===== src/rtl/lsu_pkg.sv =====
// Shared definitions for the load/store unit: funct3 codes, FSM states,
// response error codes and the alignment/legality check.
package lsu_pkg;

  localparam logic [2:0] F3_B  = 3'd0;
  localparam logic [2:0] F3_H  = 3'd1;
  localparam logic [2:0] F3_W  = 3'd2;
  localparam logic [2:0] F3_BU = 3'd4;
  localparam logic [2:0] F3_HU = 3'd5;

  localparam logic [1:0] ERR_OK    = 2'b00;
  localparam logic [1:0] ERR_ALIGN = 2'b01;
  localparam logic [1:0] ERR_RANGE = 2'b10;

  typedef enum logic [1:0] {
    S_IDLE,
    S_RMW_RD,
    S_RMW_WR,
    S_RESP
  } state_t;

  // Illegal funct3 and misalignment both report ERR_ALIGN.
  function automatic logic align_fault(input logic write, input logic [2:0] funct3,
                                       input logic [1:0] off);
    logic fault;
    fault = 1'b1;
    if (write) begin
      case (funct3)
        F3_B:    fault = 1'b0;
        F3_H:    fault = off[0];
        F3_W:    fault = |off;
        default: fault = 1'b1;
      endcase
    end else begin
      case (funct3)
        F3_B, F3_BU: fault = 1'b0;
        F3_H, F3_HU: fault = off[0];
        F3_W:        fault = |off;
        default:     fault = 1'b1;
      endcase
    end
    return fault;
  endfunction

endpackage


===== src/rtl/lsu_if.sv =====
// Request/response handshake plus DataMemory port of the load/store unit.
interface lsu_if #(parameter int AW = 6);
  logic          req_valid;
  logic          req_write;
  logic [2:0]    req_funct3;
  logic [31:0]   req_addr;
  logic [31:0]   req_wdata;
  logic          req_ready;
  logic          resp_valid;
  logic [31:0]   resp_rdata;
  logic [1:0]    resp_err;
  logic          mem_read;
  logic          mem_write;
  logic [AW-1:0] mem_addr;
  logic [31:0]   mem_wdata;
  logic [31:0]   mem_rdata;

  modport slave (
    input  req_valid, req_write, req_funct3, req_addr, req_wdata, mem_rdata,
    output req_ready, resp_valid, resp_rdata, resp_err,
           mem_read, mem_write, mem_addr, mem_wdata
  );

  modport master (
    output req_valid, req_write, req_funct3, req_addr, req_wdata, mem_rdata,
    input  req_ready, resp_valid, resp_rdata, resp_err,
           mem_read, mem_write, mem_addr, mem_wdata
  );
endinterface


===== src/rtl/lsu_lane_align.sv =====
// Combinational lane logic: load extract with sign/zero extension and
// store lane merge into a full word for read-modify-write.
module lsu_lane_align
  import lsu_pkg::*;
(
  input  logic [31:0] word,
  input  logic [1:0]  off,
  input  logic [2:0]  funct3,
  input  logic [15:0] wdata,
  output logic [31:0] load_data,
  output logic [31:0] merged
);

  logic [7:0]  lane_b;
  logic [15:0] lane_h;

  always_comb begin
    lane_b    = word[{off, 3'b000} +: 8];
    lane_h    = off[1] ? word[31:16] : word[15:0];
    load_data = word;
    case (funct3)
      F3_B:    load_data = {{24{lane_b[7]}}, lane_b};
      F3_BU:   load_data = {24'd0, lane_b};
      F3_H:    load_data = {{16{lane_h[15]}}, lane_h};
      F3_HU:   load_data = {16'd0, lane_h};
      default: load_data = word;
    endcase

    merged = word;
    if (funct3 == F3_B)
      merged[{off, 3'b000} +: 8] = wdata[7:0];
    else if (funct3 == F3_H)
      merged[{off[1], 4'b0000} +: 16] = wdata;
  end

endmodule


===== src/rtl/load_store_unit.sv =====
// MEM-stage load/store initiator: error checks, word-indexed DataMemory
// cycles, and read-modify-write for sub-word stores.
module load_store_unit
  import lsu_pkg::*;
#(
  parameter int MEM_WORDS = 64,
  parameter int AW        = 6
) (
  input logic  clk,
  input logic  reset,
  lsu_if.slave bus
);

  state_t        state, state_d;
  logic [AW-1:0] addr_q;
  logic [1:0]    off_q;
  logic [2:0]    f3_q;
  logic [15:0]   wdata_q;
  logic [31:0]   old_word;
  logic [31:0]   resp_rdata_q;
  logic [1:0]    resp_err_q;

  logic          range_fault;
  logic [1:0]    err_c;
  logic          rd_c, wr_c;
  logic [31:0]   wdata_c;
  logic          idle;
  logic [31:0]   lane_word;
  logic [1:0]    lane_off;
  logic [2:0]    lane_f3;
  logic [31:0]   load_data, merged;

  assign idle        = (state == S_IDLE);
  assign range_fault = (bus.req_addr[31:2] >= 30'(MEM_WORDS));

  // One lane instance serves both the IDLE load path and the RMW merge.
  assign lane_word = idle ? bus.mem_rdata     : old_word;
  assign lane_off  = idle ? bus.req_addr[1:0] : off_q;
  assign lane_f3   = idle ? bus.req_funct3    : f3_q;

  lsu_lane_align u_lane (
    .word      (lane_word),
    .off       (lane_off),
    .funct3    (lane_f3),
    .wdata     (wdata_q),
    .load_data (load_data),
    .merged    (merged)
  );

  always_comb begin
    state_d = state;
    rd_c    = 1'b0;
    wr_c    = 1'b0;
    wdata_c = '0;
    err_c   = ERR_OK;
    if (align_fault(bus.req_write, bus.req_funct3, bus.req_addr[1:0]))
      err_c = ERR_ALIGN;
    else if (range_fault)
      err_c = ERR_RANGE;

    case (state)
      S_IDLE: begin
        if (bus.req_valid) begin
          if (err_c != ERR_OK) begin
            state_d = S_RESP;
          end else if (!bus.req_write) begin
            rd_c    = 1'b1;
            state_d = S_RESP;
          end else if (bus.req_funct3 == F3_W) begin
            wr_c    = 1'b1;
            wdata_c = bus.req_wdata;
            state_d = S_RESP;
          end else begin
            state_d = S_RMW_RD;
          end
        end
      end
      S_RMW_RD: begin
        rd_c    = 1'b1;
        state_d = S_RMW_WR;
      end
      S_RMW_WR: begin
        wr_c    = 1'b1;
        wdata_c = merged;
        state_d = S_RESP;
      end
      S_RESP:  state_d = S_IDLE;
      default: state_d = S_IDLE;
    endcase
  end

  assign bus.req_ready  = idle;
  assign bus.resp_valid = (state == S_RESP);
  assign bus.resp_rdata = resp_rdata_q;
  assign bus.resp_err   = resp_err_q;
  assign bus.mem_read   = rd_c & ~reset;
  assign bus.mem_write  = wr_c & ~reset;
  assign bus.mem_addr   = idle ? bus.req_addr[AW+1:2] : addr_q;
  assign bus.mem_wdata  = wdata_c;

  always_ff @(posedge clk or posedge reset) begin
    if (reset) state <= S_IDLE;
    else       state <= state_d;
  end

  always_ff @(posedge clk or posedge reset) begin
    if (reset) begin
      addr_q       <= '0;
      off_q        <= '0;
      f3_q         <= '0;
      wdata_q      <= '0;
      old_word     <= '0;
      resp_rdata_q <= '0;
      resp_err_q   <= ERR_OK;
    end else begin
      if (idle && bus.req_valid) begin
        addr_q  <= bus.req_addr[AW+1:2];
        off_q   <= bus.req_addr[1:0];
        f3_q    <= bus.req_funct3;
        wdata_q <= bus.req_wdata[15:0];
        if (state_d == S_RESP) begin
          resp_err_q   <= err_c;
          resp_rdata_q <= (err_c == ERR_OK && !bus.req_write) ? load_data : '0;
        end
      end
      if (state == S_RMW_RD)
        old_word <= bus.mem_rdata;
      if (state == S_RMW_WR) begin
        resp_err_q   <= ERR_OK;
        resp_rdata_q <= '0;
      end
    end
  end

endmodule

===== src/flat_wrapper.sv =====
// flat-port wrapper written by rule: the top's interface ports become plain ports
module load_store_unit_flat import lsu_pkg::*;
#(
  parameter int MEM_WORDS = 64,
  parameter int AW        = 6
)
  (clk, reset, bus_req_valid, bus_req_write, bus_req_funct3, bus_req_addr, bus_req_wdata, bus_mem_rdata, bus_req_ready, bus_resp_valid, bus_resp_rdata, bus_resp_err, bus_mem_read, bus_mem_write, bus_mem_addr, bus_mem_wdata);
  lsu_if #(.AW(AW)) bus_i ();
  input logic clk;
  input logic reset;
  input wire logic [$bits(bus_i.req_valid)-1:0] bus_req_valid;
  input wire logic [$bits(bus_i.req_write)-1:0] bus_req_write;
  input wire logic [$bits(bus_i.req_funct3)-1:0] bus_req_funct3;
  input wire logic [$bits(bus_i.req_addr)-1:0] bus_req_addr;
  input wire logic [$bits(bus_i.req_wdata)-1:0] bus_req_wdata;
  input wire logic [$bits(bus_i.mem_rdata)-1:0] bus_mem_rdata;
  output wire logic [$bits(bus_i.req_ready)-1:0] bus_req_ready;
  output wire logic [$bits(bus_i.resp_valid)-1:0] bus_resp_valid;
  output wire logic [$bits(bus_i.resp_rdata)-1:0] bus_resp_rdata;
  output wire logic [$bits(bus_i.resp_err)-1:0] bus_resp_err;
  output wire logic [$bits(bus_i.mem_read)-1:0] bus_mem_read;
  output wire logic [$bits(bus_i.mem_write)-1:0] bus_mem_write;
  output wire logic [$bits(bus_i.mem_addr)-1:0] bus_mem_addr;
  output wire logic [$bits(bus_i.mem_wdata)-1:0] bus_mem_wdata;
  assign bus_i.req_valid = bus_req_valid;
  assign bus_i.req_write = bus_req_write;
  assign bus_i.req_funct3 = bus_req_funct3;
  assign bus_i.req_addr = bus_req_addr;
  assign bus_i.req_wdata = bus_req_wdata;
  assign bus_i.mem_rdata = bus_mem_rdata;
  assign bus_req_ready = bus_i.req_ready;
  assign bus_resp_valid = bus_i.resp_valid;
  assign bus_resp_rdata = bus_i.resp_rdata;
  assign bus_resp_err = bus_i.resp_err;
  assign bus_mem_read = bus_i.mem_read;
  assign bus_mem_write = bus_i.mem_write;
  assign bus_mem_addr = bus_i.mem_addr;
  assign bus_mem_wdata = bus_i.mem_wdata;
  load_store_unit #(.MEM_WORDS(MEM_WORDS), .AW(AW)) u_core (.clk(clk), .reset(reset), .bus(bus_i));
endmodule

===== config.mk =====
export PLATFORM = sky130hd
export DESIGN_NAME = load_store_unit_flat
export DESIGN_NICKNAME = d
export VERILOG_FILES = /design/src/rtl/lsu_pkg.sv /design/src/rtl/lsu_if.sv /design/src/rtl/lsu_lane_align.sv /design/src/rtl/load_store_unit.sv /design/src/flat_wrapper.sv
export SDC_FILE = /design/constraint.sdc
export NUM_CORES = 1
export LEC_CHECK = 0
export ABC_AREA = 1
export CAP_MARGIN = 10
export CORE_MARGIN = 1.5
export CORE_UTILIZATION = 45
export DETAILED_ROUTE_END_ITERATION = 8
export PLACE_DENSITY = 0.85
export SKIP_CTS_REPAIR_TIMING = 1
export SLEW_MARGIN = 0
export SYNTH_ARGS = -nofsm -noshare
export SYNTH_HDL_FRONTEND = slang
export SYNTH_SLANG_ARGS = --single-unit

===== constraint.sdc =====
create_clock -name clk -period 5.4 [get_ports clk]
set_clock_uncertainty 0.05 [all_clocks]
set_input_delay 1.62 -clock clk [delete_from_list [all_inputs] [get_ports clk]]
set_output_delay 1.62 -clock clk [all_outputs]
set_load 0.03 [all_outputs]

Word level (Yosys, flattened, before mapping)
Index checks and enable logic that the tools add are counted.
- bits in read-only memories: 0
- memories: 0
- RAM bits: 0
- logic and storage cells: 85
- bits of input ports: 103
- register bits: 95
- latch bits: 0
- magnitude comparators: 1
- mux-type cells: 41
- shift operators: 5
- add/subtract/negate cells: 2
- div/mod/pow operators: 0
- bitwise gates (word level): 3
- equality and inequality tests: 11
- reductions and logical operators: 14
- multipliers: 0
- operators by type and width (kind ; number):
    32-bit 2-to-1 mux ; 11
    32-bit one-hot mux with 4 select lines ; 1
    32-bit bitwise mux ; 2
    32-bit one-hot mux with 2 select lines ; 1
    16-bit by 7-bit variable shift with 32-bit output (first input constant) ; 1
    8-bit by 7-bit variable shift with 32-bit output (first input constant) ; 1
    16-bit by 7-bit variable part select with 32-bit output ; 1
    32-bit by 6-bit variable part select with 8-bit output ; 1
    8-bit by 7-bit variable part select with 32-bit output ; 1
    30-bit by 7-bit greater-or-equal comparator with 1-bit output (second input constant) ; 1
    2-bit 2-to-1 mux ; 10
    16-bit 2-to-1 mux ; 1
    5-bit negator with 7-bit output ; 2
    3-bit == test (second input constant) ; 4
    1-bit 2-to-1 mux ; 8
    2-bit one-hot mux with 4 select lines ; 1
    2-bit == test (second input constant) ; 3
    3-bit by 1-bit == test with 1-bit output (second input constant) ; 2
    3-bit zero test ; 2
    6-bit 2-to-1 mux ; 1
    1-bit one-hot mux with 3 select lines ; 2
    2-bit nonzero test ; 3
    2-bit OR reduction ; 3
    2-bit zero test ; 2
    other kinds (9) ; 12

Depth between registers and ports, before layout
- depth after elaboration: 13
- gate-level depth with buffers: 18
- depth with buffers taken out: 15

Cells and area by module
Synthesis repeated with hierarchy kept, for this count alone.
- cells, all modules: 1122
- area, all modules: 7108.1 sq um
- modules (own cells, without submodules) (module ; cells each ; times used ; area each (sq um)):
    load_store_unit ; 645 ; 1 ; 4953.5
    lsu_lane_align ; 477 ; 1 ; 2154.6

Worst setup path before layout
OpenSTA, ideal clock, no wires.
- kind: input -> output
- start point: input port reset
- end point: output port bus_mem_write
- path buffers: 0
- path slack: -332 ps
- stages on the path: 2
- required time: 3730 ps
- arrival time: 4062 ps
- cell sequence: inv_1 o21a_1
- cells in the longest elaborated chain, start to end: 2
- ends and longest elaborated chain (what ; line ; text):
    from (decl) ; flat_wrapper.sv:10 ; input logic reset;
    1-bit NOT ; load_store_unit.sv:97 ; assign bus.mem_write = wr_c & ~reset;
    1-bit bitwise AND ; load_store_unit.sv:97 ;
    to (decl) ; flat_wrapper.sv:22 ; output wire logic [$bits(bus_i.mem_write)-1:0] bus_mem_write;
Every way passes these cells.

Worst setup path after layout
- start point: input port bus_req_addr[1]
- end point: output port bus_mem_wdata[11]
- cells in the longest elaborated chain, start to end: 8
- ends and longest elaborated chain (what ; line ; text):
    from (decl) ; flat_wrapper.sv:14 ; input wire logic [$bits(bus_i.req_addr)-1:0] bus_req_addr;
    parallel branches: the longest is 7 deep, another holds 5-bit negator with 7-bit output ; -- ;
    32-bit one-hot mux with 2 select lines * ; load_store_unit.sv:61 ; case (state)
    to (decl) ; flat_wrapper.sv:24 ; output wire logic [$bits(bus_i.mem_wdata)-1:0] bus_mem_wdata;
Mark *: on every way between the ends.

==> flow_metrics.tcl <==
set metrics [dict create \
    status "finished, final reports clean" \
    crit_path_frequent_cell "buf_4" \
    dpl.hpwl_um 18200 \
    synthArstFlopShare_pct 100 \
    grt_start_max_net_pins 70 \
    clock_latency_ns 0.36 \
    worst_path_largest_cell_delay_ns 0.43 \
    chipHeight_um 128 \
    die_area_um2 16300 \
    io_pins 179 \
    yosysWarnings 0 \
    path_clk_slew_ns 0.06 \
    place_ws_ns -0.167 \
    cp_cell_sequence "clkdlybuf4s50_1 -> inv_1 -> nand2_1 -> nand2_2 -> buf_4 -> ha_2 -> buf_4 -> nand2_1 -> o221ai_1 -> nand3_1 -> o21ai_1 -> buf_4" \
    synth_flop_cell "dfrtp_1" \
    final_cells 1487 \
    setup.worst_path.start_class "primary input" \
    core_area_um2 15200 \
    cap_violations 0 \
    synthesis.nets 1224 \
    final_area_um2 9570 \
    cts_buffer_depth 2 \
    nets 1407 \
    cts_tree "yes" \
    antenna_found_initial 0 \
    min_path_type "register to register" \
    final_layout_size_suffix_gt1_share_pct 11.5 \
    slew_headroom_pct 42.5 \
    track_usage_pct 30.2 \
    drtIter0Drc 853 \
    syn_inst 1112 \
    syn2layout_area_growth_pct 36.4 \
    worstSetupPathType "primary input to output port" \
    final_antenna_net_count 0 \
    cp-end-kind "output port" \
    grt_overflow_total 0 \
    insertedDiodeCount 0 \
    placed_cells 1472 \
    p_per_area_nw_per_um2 669 \
    syn_avg_cell_area_um2 6.31 \
    max_freq_mhz 187 \
    path_max_fanout 6 \
    cp.arrival_ns 3.67 \
    fin_setup_tns_ns 0 \
    dr.pass1.iters 5 \
    drc_errors 0 \
    syn-cell-area_um2 7020 \
    place.gp.congestion 0.958 \
    period_share_pct 98.9 \
    p_total_mw 6.40 \
    ir_drop_v 0.000459 \
    synth_edf_count 0 \
    slowest_stage "clkdlybuf4s50_1" \
    cp.required_ns 3.73 \
    io_buffers 178 \
    initial_core_util_pct 46.1 \
    fin_ws_ns 0.0589 \
    routed_wl_um 24600 \
    rsz0062_at_grt "true" \
    critPathBufInv 5 \
    num_rows 45 \
    yosysSeqAreaShare_pct 33.9 \
    cts_sinks 95 \
    grt_pass1_wl_um 38300 \
    routedWlPerCell_um 16.6 \
    dieWidth_um 128 \
    final_util_pct 62.9 \
    max_slew.worst_pin.slew_ns 0.853 \
    p_leak_nw 4.70 \
    num_vias 8119 \
    drv_slew 0 \
    worstHoldStart "u_core.old_word[23]$_DFFE_PP0P_" \
    place_area_um2 9130 \
    synth_seq_cells 95 \
    avgViaCountPerCell 5.46 \
    cts_root_buf "clkbuf_16" \
    fin_crit_ns 5.34 \
    r2r-start "u_core.state[0]$_DFF_PP0_" \
    tritoncts.num_buffers 9 \
    grt_pass1_vias 7264 \
    synth_cell_types 29 \
    hold_viol 0 \
    finalSetupViolations 0 \
    holdWs_ns 0.432 \
    setup.worst_path.start "bus_req_addr[1]" \
    crit_family "buffers and inverters" \
    ctsHtreeMaxLevel 3 \
]
-- flip-flops by register name, indices dropped and copies added, names as in the netlist --
name	cells
u_core.addr_q	6
u_core.bus.resp_err	2
u_core.bus.resp_rdata	32
u_core.f3_q	3
u_core.off_q	2
u_core.old_word	32
u_core.state	2
u_core.wdata_q	16
-- per-layer routing --
metal  wire, um  vias up  global-route usage, %  part of all wire (%)
met1      10400     3688                   40.7                    42
met2      11300      405                   47.8                    46
met4       1050        0                   15.5                   4.2
li1           -     3965                      -                     -
met3       1890       61                   4.01                   7.7
met5          0        -                      0                     0
-- synthesized netlist by cell type (6+ instances only) --
cell type	instances	area (um^2)
nand2_1	428	1610
nand3_1	120	601
inv_1	106	398
dfrtp_1	95	2380
o21ai_0	79	395
nor2_1	73	274
clkbuf_1	34	128
nand4_1	28	175
o221ai_1	22	193
buf_2	21	105
o21ai_1	19	95.1
o21a_1	12	90.1
a21oi_1	10	50.1
ha_1	9	113
o211ai_1	8	60.1
nor3_1	7	35.0
buf_4	6	45.0
-- cell families after synthesis --
group | Yosys count | synth area share, %
AOI/OAI and AO/OA | 154 | 13.3
DFF | 95 | 33.9
and+or+nand+nor | 673 | 40.4
adders and majority gates | 9 | 1.61
buffers and inverters | 181 | 10.8
-- power by group --
part           switching (mW)  internal (mW)  total [mW]
Combinational            3.09           1.55        4.63
Sequential              0.153          0.940        1.09
Clock                   0.278          0.396       0.674
-- layout make-up --
type / instances / area (um^2)
multi-input cells: 836 / 4000
inverters: 113 / 428
clock buffers: 13 / 270
repair buffers: 240 / 2220
well taps: 188 / 235
fillers: 1423 / 5630
flip-flops and latches: 95 / 2380
clock inverters: 2 / 38.8
-- cells in the final DEF (no fill, tap or decap), types with 9 or more instances in the layout --
master           instances
a21oi_1                 10
buf_4                   88
clkbuf_16                9
clkdlybuf4s50_1        143
dfrtp_1                 95
inv_1                  105
nand2_1                423
nand2_2                  9
nand3_1                117
nand4_1                 28
nor2_1                  72
o21a_1                  12
o21ai_0                 77
o21ai_1                 21
o221ai_1                18
-- worst paths after layout --
check                      slack [ns]                                    end  cells past startpoint
max                              0.06                      bus_mem_wdata[11]                     12
min                              0.43        u_core.old_word[23]$_DFFE_PP0P_                      2
max reg2reg                      1.81  u_core.bus.resp_rdata[17]$_DFFE_PP0P_                     11
min reg2reg                      0.43        u_core.old_word[23]$_DFFE_PP0P_                      2
max in group asynchronous        2.28        u_core.old_word[26]$_DFFE_PP0P_                      4
min in group asynchronous        1.80   u_core.bus.resp_rdata[1]$_DFFE_PP0P_                      3
-- tightest hold or removal path: stages, from the launching register on --
cell and delay [ns]:
dfrtp_1 0.35, nand2_1 0.06, nand2_1 0.05
No activity file was read; power rests on OpenSTA's default activity.
